File: src/rtl/tblink_rpc_invoke_framer_if.sv
// Request, frame-word and completion signals shared by the BFM, the invoke framer
// and the TBLink endpoint. master = BFM/endpoint side, slave = framer side.
interface tblink_rpc_invoke_framer_if #(
    parameter int DATA_W     = 32,
    parameter int METHOD_W   = 16,
    parameter int MAX_PARAMS = 8,
    parameter int ID_W       = 4
);
    logic                         req_valid;
    logic                         req_ready;
    logic [METHOD_W-1:0]          req_method_id;
    logic                         req_blocking;
    logic [7:0]                   req_nparams;
    logic [MAX_PARAMS*DATA_W-1:0] req_params;
    logic [ID_W-1:0]              req_id;

    logic                         msg_valid;
    logic                         msg_ready;
    logic [DATA_W-1:0]            msg_data;
    logic                         msg_last;

    logic                         rsp_valid;
    logic [ID_W-1:0]              rsp_id;
    logic [DATA_W-1:0]            rsp_data;

    logic                         done_valid;
    logic [ID_W-1:0]              done_id;
    logic [DATA_W-1:0]            done_data;

    modport master (
        output req_valid, req_method_id, req_blocking, req_nparams, req_params,
        output msg_ready, rsp_valid, rsp_id, rsp_data,
        input  req_ready, req_id, msg_valid, msg_data, msg_last,
        input  done_valid, done_id, done_data
    );

    modport slave (
        input  req_valid, req_method_id, req_blocking, req_nparams, req_params,
        input  msg_ready, rsp_valid, rsp_id, rsp_data,
        output req_ready, req_id, msg_valid, msg_data, msg_last,
        output done_valid, done_id, done_data
    );
endinterface

File: src/rtl/tblink_rpc_invoke_framer.sv
// Serializes BFM method invocations into header+parameter frames for the TBLink
// endpoint, allocating call IDs for blocking calls and matching their completions.
//
// state   | meaning
// S_IDLE  | no frame in flight; accepts a request when an ID slot is free
// S_HDR   | header word on msg_*, waiting for the endpoint handshake
// S_PARAM | parameter word r_idx on msg_*, waiting for the endpoint handshake
module tblink_rpc_invoke_framer #(
    parameter int DATA_W     = 32,
    parameter int METHOD_W   = 16,
    parameter int MAX_PARAMS = 8,
    parameter int ID_W       = 4
) (
    input  logic                      clock,
    input  logic                      reset_n,
    tblink_rpc_invoke_framer_if.slave bus,
    output logic [ID_W:0]             outstanding,
    output logic                      err_unexpected,
    output logic                      err_nparams
);
    localparam int         NIDS   = 1 << ID_W;
    localparam int         IDX_W  = (MAX_PARAMS > 1) ? $clog2(MAX_PARAMS) : 1;
    localparam logic [7:0] MAX_NP = 8'(MAX_PARAMS);

    typedef enum logic [1:0] {
        S_IDLE  = 2'd0,
        S_HDR   = 2'd1,
        S_PARAM = 2'd2
    } state_t;

    state_t                r_state;
    state_t                w_state_nxt;
    logic [IDX_W-1:0]      r_idx;
    logic [IDX_W-1:0]      w_idx_nxt;

    logic [METHOD_W-1:0]   r_method;
    logic                  r_blocking;
    logic [7:0]            r_nparams;
    logic [DATA_W-1:0]     r_params [MAX_PARAMS];
    logic [ID_W-1:0]       r_id;
    logic [NIDS-1:0]       r_bitmap;
    logic [ID_W:0]         r_outstanding;
    logic                  r_done_valid;
    logic [ID_W-1:0]       r_done_id;
    logic [DATA_W-1:0]     r_done_data;
    logic                  r_err_unexp;
    logic                  r_err_np;

    logic                  w_req_ready;
    logic                  w_accept;
    logic                  w_alloc;
    logic                  w_np_over;
    logic [7:0]            w_np_clamped;
    logic [ID_W-1:0]       w_free_id;
    logic                  w_rsp_hit;
    logic [NIDS-1:0]       w_alloc_mask;
    logic [NIDS-1:0]       w_rel_mask;
    logic                  w_last_param;
    logic [DATA_W-1:0]     w_hdr;
    logic                  w_msg_valid;
    logic                  w_msg_last;
    logic [DATA_W-1:0]     w_msg_data;

    // Lowest-numbered free ID from the bitmap as it stood before this cycle's release.
    always_comb begin
        w_free_id = '0;
        for (int i = NIDS - 1; i >= 0; i--) begin
            if (!r_bitmap[i]) begin
                w_free_id = ID_W'(i);
            end
        end
    end

    assign w_req_ready  = reset_n && (r_state == S_IDLE) &&
                          (r_outstanding < (ID_W + 1)'(NIDS));
    assign w_accept     = bus.req_valid && w_req_ready;
    assign w_alloc      = w_accept && bus.req_blocking;
    assign w_np_over    = bus.req_nparams > MAX_NP;
    assign w_np_clamped = w_np_over ? MAX_NP : bus.req_nparams;
    assign w_rsp_hit    = bus.rsp_valid && r_bitmap[bus.rsp_id];
    assign w_last_param = (8'(r_idx) == (r_nparams - 8'd1));

    always_comb begin
        w_alloc_mask = '0;
        w_rel_mask   = '0;
        if (w_alloc) begin
            w_alloc_mask[w_free_id] = 1'b1;
        end
        if (w_rsp_hit) begin
            w_rel_mask[bus.rsp_id] = 1'b1;
        end
    end

    always_ff @(posedge clock) begin
        if (!reset_n) begin
            r_state <= S_IDLE;
            r_idx   <= '0;
        end else begin
            r_state <= w_state_nxt;
            r_idx   <= w_idx_nxt;
        end
    end

    always_comb begin
        w_state_nxt = r_state;
        w_idx_nxt   = r_idx;
        case (r_state)
            S_IDLE: begin
                if (w_accept) begin
                    w_state_nxt = S_HDR;
                end
            end
            S_HDR: begin
                if (bus.msg_ready) begin
                    w_idx_nxt   = '0;
                    w_state_nxt = (r_nparams == 8'd0) ? S_IDLE : S_PARAM;
                end
            end
            S_PARAM: begin
                if (bus.msg_ready) begin
                    if (w_last_param) begin
                        w_state_nxt = S_IDLE;
                    end else begin
                        w_idx_nxt = r_idx + IDX_W'(1);
                    end
                end
            end
            default: w_state_nxt = S_IDLE;
        endcase
    end

    // Frame words come straight from latched request state, so they hold under backpressure.
    always_comb begin
        w_hdr                           = '0;
        w_hdr[METHOD_W-1:0]             = r_method;
        w_hdr[METHOD_W +: 8]            = r_nparams;
        w_hdr[METHOD_W + 8 +: ID_W]     = r_id;
        w_hdr[DATA_W-1]                 = r_blocking;
        w_msg_valid                     = 1'b0;
        w_msg_last                      = 1'b0;
        w_msg_data                      = '0;
        case (r_state)
            S_HDR: begin
                w_msg_valid = 1'b1;
                w_msg_last  = (r_nparams == 8'd0);
                w_msg_data  = w_hdr;
            end
            S_PARAM: begin
                w_msg_valid = 1'b1;
                w_msg_last  = w_last_param;
                w_msg_data  = r_params[r_idx];
            end
            default: begin
            end
        endcase
    end

    always_ff @(posedge clock) begin
        if (!reset_n) begin
            r_method      <= '0;
            r_blocking    <= 1'b0;
            r_nparams     <= '0;
            r_id          <= '0;
            r_bitmap      <= '0;
            r_outstanding <= '0;
            r_done_valid  <= 1'b0;
            r_done_id     <= '0;
            r_done_data   <= '0;
            r_err_unexp   <= 1'b0;
            r_err_np      <= 1'b0;
        end else begin
            if (w_accept) begin
                r_method   <= bus.req_method_id;
                r_blocking <= bus.req_blocking;
                r_nparams  <= w_np_clamped;
                r_id       <= bus.req_blocking ? w_free_id : '0;
                if (w_np_over) begin
                    r_err_np <= 1'b1;
                end
            end
            // An ID allocated here is free in the old bitmap, so it never collides with a release.
            r_bitmap      <= (r_bitmap | w_alloc_mask) & ~w_rel_mask;
            r_outstanding <= r_outstanding + (ID_W + 1)'(w_alloc) - (ID_W + 1)'(w_rsp_hit);
            r_done_valid  <= w_rsp_hit;
            if (w_rsp_hit) begin
                r_done_id   <= bus.rsp_id;
                r_done_data <= bus.rsp_data;
            end
            if (bus.rsp_valid && !w_rsp_hit) begin
                r_err_unexp <= 1'b1;
            end
        end
    end

    always_ff @(posedge clock) begin
        if (w_accept) begin
            for (int i = 0; i < MAX_PARAMS; i++) begin
                r_params[i] <= bus.req_params[i*DATA_W +: DATA_W];
            end
        end
    end

    assign bus.req_ready   = w_req_ready;
    assign bus.req_id      = r_id;
    assign bus.msg_valid   = w_msg_valid;
    assign bus.msg_data    = w_msg_data;
    assign bus.msg_last    = w_msg_last;
    assign bus.done_valid  = r_done_valid;
    assign bus.done_id     = r_done_id;
    assign bus.done_data   = r_done_data;
    assign outstanding     = r_outstanding;
    assign err_unexpected  = r_err_unexp;
    assign err_nparams     = r_err_np;
endmodule

File: src/flat_wrapper.sv
// flat-port wrapper written by rule: the top's interface ports become plain ports
module tblink_rpc_invoke_framer_flat 
#(
    parameter int DATA_W     = 32,
    parameter int METHOD_W   = 16,
    parameter int MAX_PARAMS = 8,
    parameter int ID_W       = 4
)
  (clock, reset_n, outstanding, err_unexpected, err_nparams, bus_req_valid, bus_req_method_id, bus_req_blocking, bus_req_nparams, bus_req_params, bus_msg_ready, bus_rsp_valid, bus_rsp_id, bus_rsp_data, bus_req_ready, bus_req_id, bus_msg_valid, bus_msg_data, bus_msg_last, bus_done_valid, bus_done_id, bus_done_data);
  tblink_rpc_invoke_framer_if #(.DATA_W(DATA_W), .METHOD_W(METHOD_W), .MAX_PARAMS(MAX_PARAMS), .ID_W(ID_W)) bus_i ();
  input  logic clock;
  input  logic reset_n;
  output logic [ID_W:0] outstanding;
  output logic err_unexpected;
  output logic err_nparams;
  input wire logic [$bits(bus_i.req_valid)-1:0] bus_req_valid;
  input wire logic [$bits(bus_i.req_method_id)-1:0] bus_req_method_id;
  input wire logic [$bits(bus_i.req_blocking)-1:0] bus_req_blocking;
  input wire logic [$bits(bus_i.req_nparams)-1:0] bus_req_nparams;
  input wire logic [$bits(bus_i.req_params)-1:0] bus_req_params;
  input wire logic [$bits(bus_i.msg_ready)-1:0] bus_msg_ready;
  input wire logic [$bits(bus_i.rsp_valid)-1:0] bus_rsp_valid;
  input wire logic [$bits(bus_i.rsp_id)-1:0] bus_rsp_id;
  input wire logic [$bits(bus_i.rsp_data)-1:0] bus_rsp_data;
  output wire logic [$bits(bus_i.req_ready)-1:0] bus_req_ready;
  output wire logic [$bits(bus_i.req_id)-1:0] bus_req_id;
  output wire logic [$bits(bus_i.msg_valid)-1:0] bus_msg_valid;
  output wire logic [$bits(bus_i.msg_data)-1:0] bus_msg_data;
  output wire logic [$bits(bus_i.msg_last)-1:0] bus_msg_last;
  output wire logic [$bits(bus_i.done_valid)-1:0] bus_done_valid;
  output wire logic [$bits(bus_i.done_id)-1:0] bus_done_id;
  output wire logic [$bits(bus_i.done_data)-1:0] bus_done_data;
  assign bus_i.req_valid = bus_req_valid;
  assign bus_i.req_method_id = bus_req_method_id;
  assign bus_i.req_blocking = bus_req_blocking;
  assign bus_i.req_nparams = bus_req_nparams;
  assign bus_i.req_params = bus_req_params;
  assign bus_i.msg_ready = bus_msg_ready;
  assign bus_i.rsp_valid = bus_rsp_valid;
  assign bus_i.rsp_id = bus_rsp_id;
  assign bus_i.rsp_data = bus_rsp_data;
  assign bus_req_ready = bus_i.req_ready;
  assign bus_req_id = bus_i.req_id;
  assign bus_msg_valid = bus_i.msg_valid;
  assign bus_msg_data = bus_i.msg_data;
  assign bus_msg_last = bus_i.msg_last;
  assign bus_done_valid = bus_i.done_valid;
  assign bus_done_id = bus_i.done_id;
  assign bus_done_data = bus_i.done_data;
  tblink_rpc_invoke_framer #(.DATA_W(DATA_W), .METHOD_W(METHOD_W), .MAX_PARAMS(MAX_PARAMS), .ID_W(ID_W)) u_core (.clock(clock), .reset_n(reset_n), .bus(bus_i), .outstanding(outstanding), .err_unexpected(err_unexpected), .err_nparams(err_nparams));
endmodule
File: config.mk
export PLATFORM = sky130hd
export DESIGN_NAME = tblink_rpc_invoke_framer_flat
export DESIGN_NICKNAME = d
export VERILOG_FILES = /design/src/rtl/tblink_rpc_invoke_framer_if.sv /design/src/rtl/tblink_rpc_invoke_framer.sv /design/src/flat_wrapper.sv
export SDC_FILE = /design/constraint.sdc
export NUM_CORES = 1
export LEC_CHECK = 0
export BUFFER_PORTS_ARGS = -buffer_cell sky130_fd_sc_hd__buf_2
export CAP_MARGIN = 20
export CORE_MARGIN = 5
export CORE_UTILIZATION = 52
export DETAILED_ROUTE_END_ITERATION = 16
export HOLD_SLACK_MARGIN = 0.1
export PLACE_DENSITY_LB_ADDON = 0.2
export REMOVE_ABC_BUFFERS = 1
export SLEW_MARGIN = 40
export SYNTH_ARGS = -nofsm -noshare
export SYNTH_HDL_FRONTEND = slang
export SYNTH_SLANG_ARGS = --single-unit
export TNS_END_PERCENT = 10
File: constraint.sdc
create_clock -name clock -period 14.6 [get_ports clock]
set_input_delay 2.92 -clock clock [delete_from_list [all_inputs] [get_ports clock]]
set_output_delay 2.92 -clock clock [all_outputs]
set_load 0.01 [all_outputs]
==> reports/metrics.yaml <==
floorplan:
  io_pins: 405
  die_x_um: 176
  coreArea_um2: 27100
  die_y_um: 176
  die_area_um2: 31100
  fp-row-count: 60
  start_util_pct: 53.1
detailed_routing:
  routed_wl_um: 36900
  vias_per_cell: 5.40
  drtIter0Drc: 789
  route.detailed.drc: 0
  dr.pass1.iters: 5
  via_count: 9500
  wl_per_cell_um: 21.0
  antenna_left: 0
logic_synthesis:
  synth_top_area_share_pct: 53.4
  synthCells: 953
  synth_area_leader_cell: "edfxtp_1"
  synth_edf_count: 256
  ys_warn_count: 0
  synthTopCellsByArea: "edfxtp_1 53%, dfxtp_1 13%, mux4_2 10%, nand2_1 2.5%, mux2_2 2.3%"
  async_flop_share_pct: 0
  ys_ff_latch: 353
  yosysUniqueCellTypes: 62
  synth.avg_cell_area_um2: 15.1
  synthFlopType: "edfxtp_1"
  synth_area_um2: 14400
  seq_area_frac_synth_pct: 66.9
outcome:
  run_status: "finished, final reports clean"
cells_and_area:
  layout_common_cells: "403 x buf_2, 256 x edfxtp_1, 96 x nand2_1"
  layout_commonest_cell: "buf_2"
  finalNonFillerCells: 1760
  drive_above_1_share_pct: 44.2
  finish.utilization_pct: 66.4
  nets: 1678
  syn_to_final_growth_pct: 25.1
sta:
  setup_ws_ns: 8.05
  worstMarginPinSlew_ns: 0.813
  rsz0062_at_grt: "no"
  period_share_pct: 44.9
  drv_slew: 0
  clock.fmax_mhz: 153
  max_slew_margin_pct: 45.8
  finalCriticalPeriod_ns: 6.55
  setup_tns_ns: 0
  hold_violations: 0
  finalSetupViolCount: 0
  skew_ns: 0.00879
worst_hold_path:
  min-delay-start: "u_core.bus.done_data[24]"
  min_path_type: "reg2reg"
  min_path_cells: 2
  hold_path_end: "u_core.bus.done_data[24]"
worst_setup_path:
  r2r_setup_slack_ns: 11.13
  cp_max_fo: 25
  crit_required_ns: 11.68
  arrival_ns: 3.63
  r2r_start: "u_core.r_bitmap[3]"
  crit_type: "in2out"
  rr_worst_depth: 14
  rr_endpoint: "u_core.outstanding[4]"
  end_kind: "output pin"
  cp-start-kind: "input port"
clocking:
  htreeDepth: 2
  hold_buffers: 0
  post_cts_resized: 0
  clockRootBuffer: "clkbuf_16"
  clk_latency_ns: 0.51
  cts_buffers: 38
  cts_sinks: 353
  clockBufferDepth: 3
  cts_tree: "yes"
  path_clk_slew_ns: 0.06
  cts_setup_buffers: 0
placed_design:
  place_ws_ns: 8.05
  place_congestion: 0.860
  dp.cells: 1677
  hpwl_um: 25900
  io_buffers: 404
flow_run:
  drv_cap: 0
pwr:
  cellLeakagePower_nw: 6.80
  peakVddDrop_uv: 97.9
  p_per_area_nw_per_um2: 132
global_routing:
  grt_pass1_wl_um: 55900
  grt_overflow: 0
  grt_pass1_vias: 9854
  grt_max_degree: 132
  antenna_found_initial: 19
  grt_use_total_pct: 23.5
==> Yosys cell counts, types with 7 or more instances <==
cell type / instances
mux4_2: 66
dfxtp_1: 97
xnor2_1: 7
mux2_2: 30
nor2b_1: 8
a22oi_1: 30
and3_1: 8
o21ai_1: 20
nor3_1: 9
nand2_1: 96
buf_2: 10
buf_6: 9
a21oi_1: 19
nand3_2: 7
edfxtp_1: 256
and2_1: 7
o21ai_0: 26
nand4_1: 7
nor2_1: 42
o221a_2: 7
nand3_1: 39
o21ai_2: 15
ha_1: 10
clkbuf_1: 36
inv_1: 20
==> worst max-delay path by stage <==
stage / from / endpoint / slack [ns] / cells past startpoint
after floorplan: reset_n / u_core.outstanding[4] / 6.47 / 14
after global placement: reset_n / bus_req_ready / 8.08 / 4
after detailed placement: reset_n / bus_req_ready / 8.05 / 4
after CTS: reset_n / bus_req_ready / 8.04 / 4
after global routing: reset_n / bus_req_ready / 7.97 / 4
final: reset_n / bus_req_ready / 8.05 / 4
==> per-stage QoR <==
| step | area [um^2] | power, W | hold slack (ns) |
|---|---|---|---|
| floorplan | 14100 | 0.00136 | 0.436 |
| global placement | 16600 | 0.00144 | 0.433 |
| detailed placement | 16700 | 0.00145 | 0.438 |
| CTS | 17900 | 0.00239 | 0.448 |
| global route | 18000 | 0.00247 | 0.465 |
| finish | 18000 | 0.00237 | 0.446 |
==> per-layer routing <==
layer / global-route usage (%) / part of all wire, % / vias to the layer above
li1: - / - / 4467
met1: 29.4 / 38 / 4548
met2: 39.3 / 51 / 398
met3: 7.22 / 8.7 / 73
met4: 7.74 / 2.5 / 14
met5: 0 / 0.23 / -
==> sequential cells by signal (all words and copies together) (netlist names), 2 cells and up, named ones only <==
signal                cells
u_core.outstanding        5
u_core.r_bitmap          16
u_core.bus.req_id         4
u_core.r_state            2
u_core.r_idx              3
u_core.r_params         256
u_core.bus.done_data     32
u_core.r_nparams          8
u_core.r_method          16
u_core.bus.done_id        4
==> logic make-up after synthesis <==
| kind of cell | synth area share [%] |
|---|---|
| AO/OA/AOI/OAI | 6.76 |
| XOR/XNOR | 0.487 |
| adder cells (fa/ha/maj) | 1.01 |
| buffers and inverters | 2.70 |
| flip-flops | 66.9 |
| multiplexers | 13.5 |
| AND/OR/NAND/NOR | 8.63 |
==> area by class of cell <==
| class | instances | area [um^2] |
|---|---|---|
| inverter | 22 | 95.1 |
| clock inverter | 16 | 128 |
| clock buffer | 54 | 1100 |
| sequential | 353 | 9640 |
| tap | 372 | 465 |
| fill | 2011 | 9100 |
| multi-input combinational | 518 | 4410 |
| timing repair buffer | 412 | 2120 |
| antenna | 13 | 32.5 |
==> worst max-delay path: stages <==
cell	delay (ns)
buf_4	0.30
nand2_1	0.12
nor2_2	0.13
buf_2	0.15
==> where the power goes <==
part,internal [W],leakage (nW),switching [W],total (W)
clock,0.000563,0.602,0.000375,0.000938
combinational,0.0000876,3.03,0.000128,0.000215
sequential,0.00119,3.17,0.0000284,0.00122
total,0.00184,6.80,0.000531,0.00237
No activity file was read; power rests on OpenSTA's default activity.
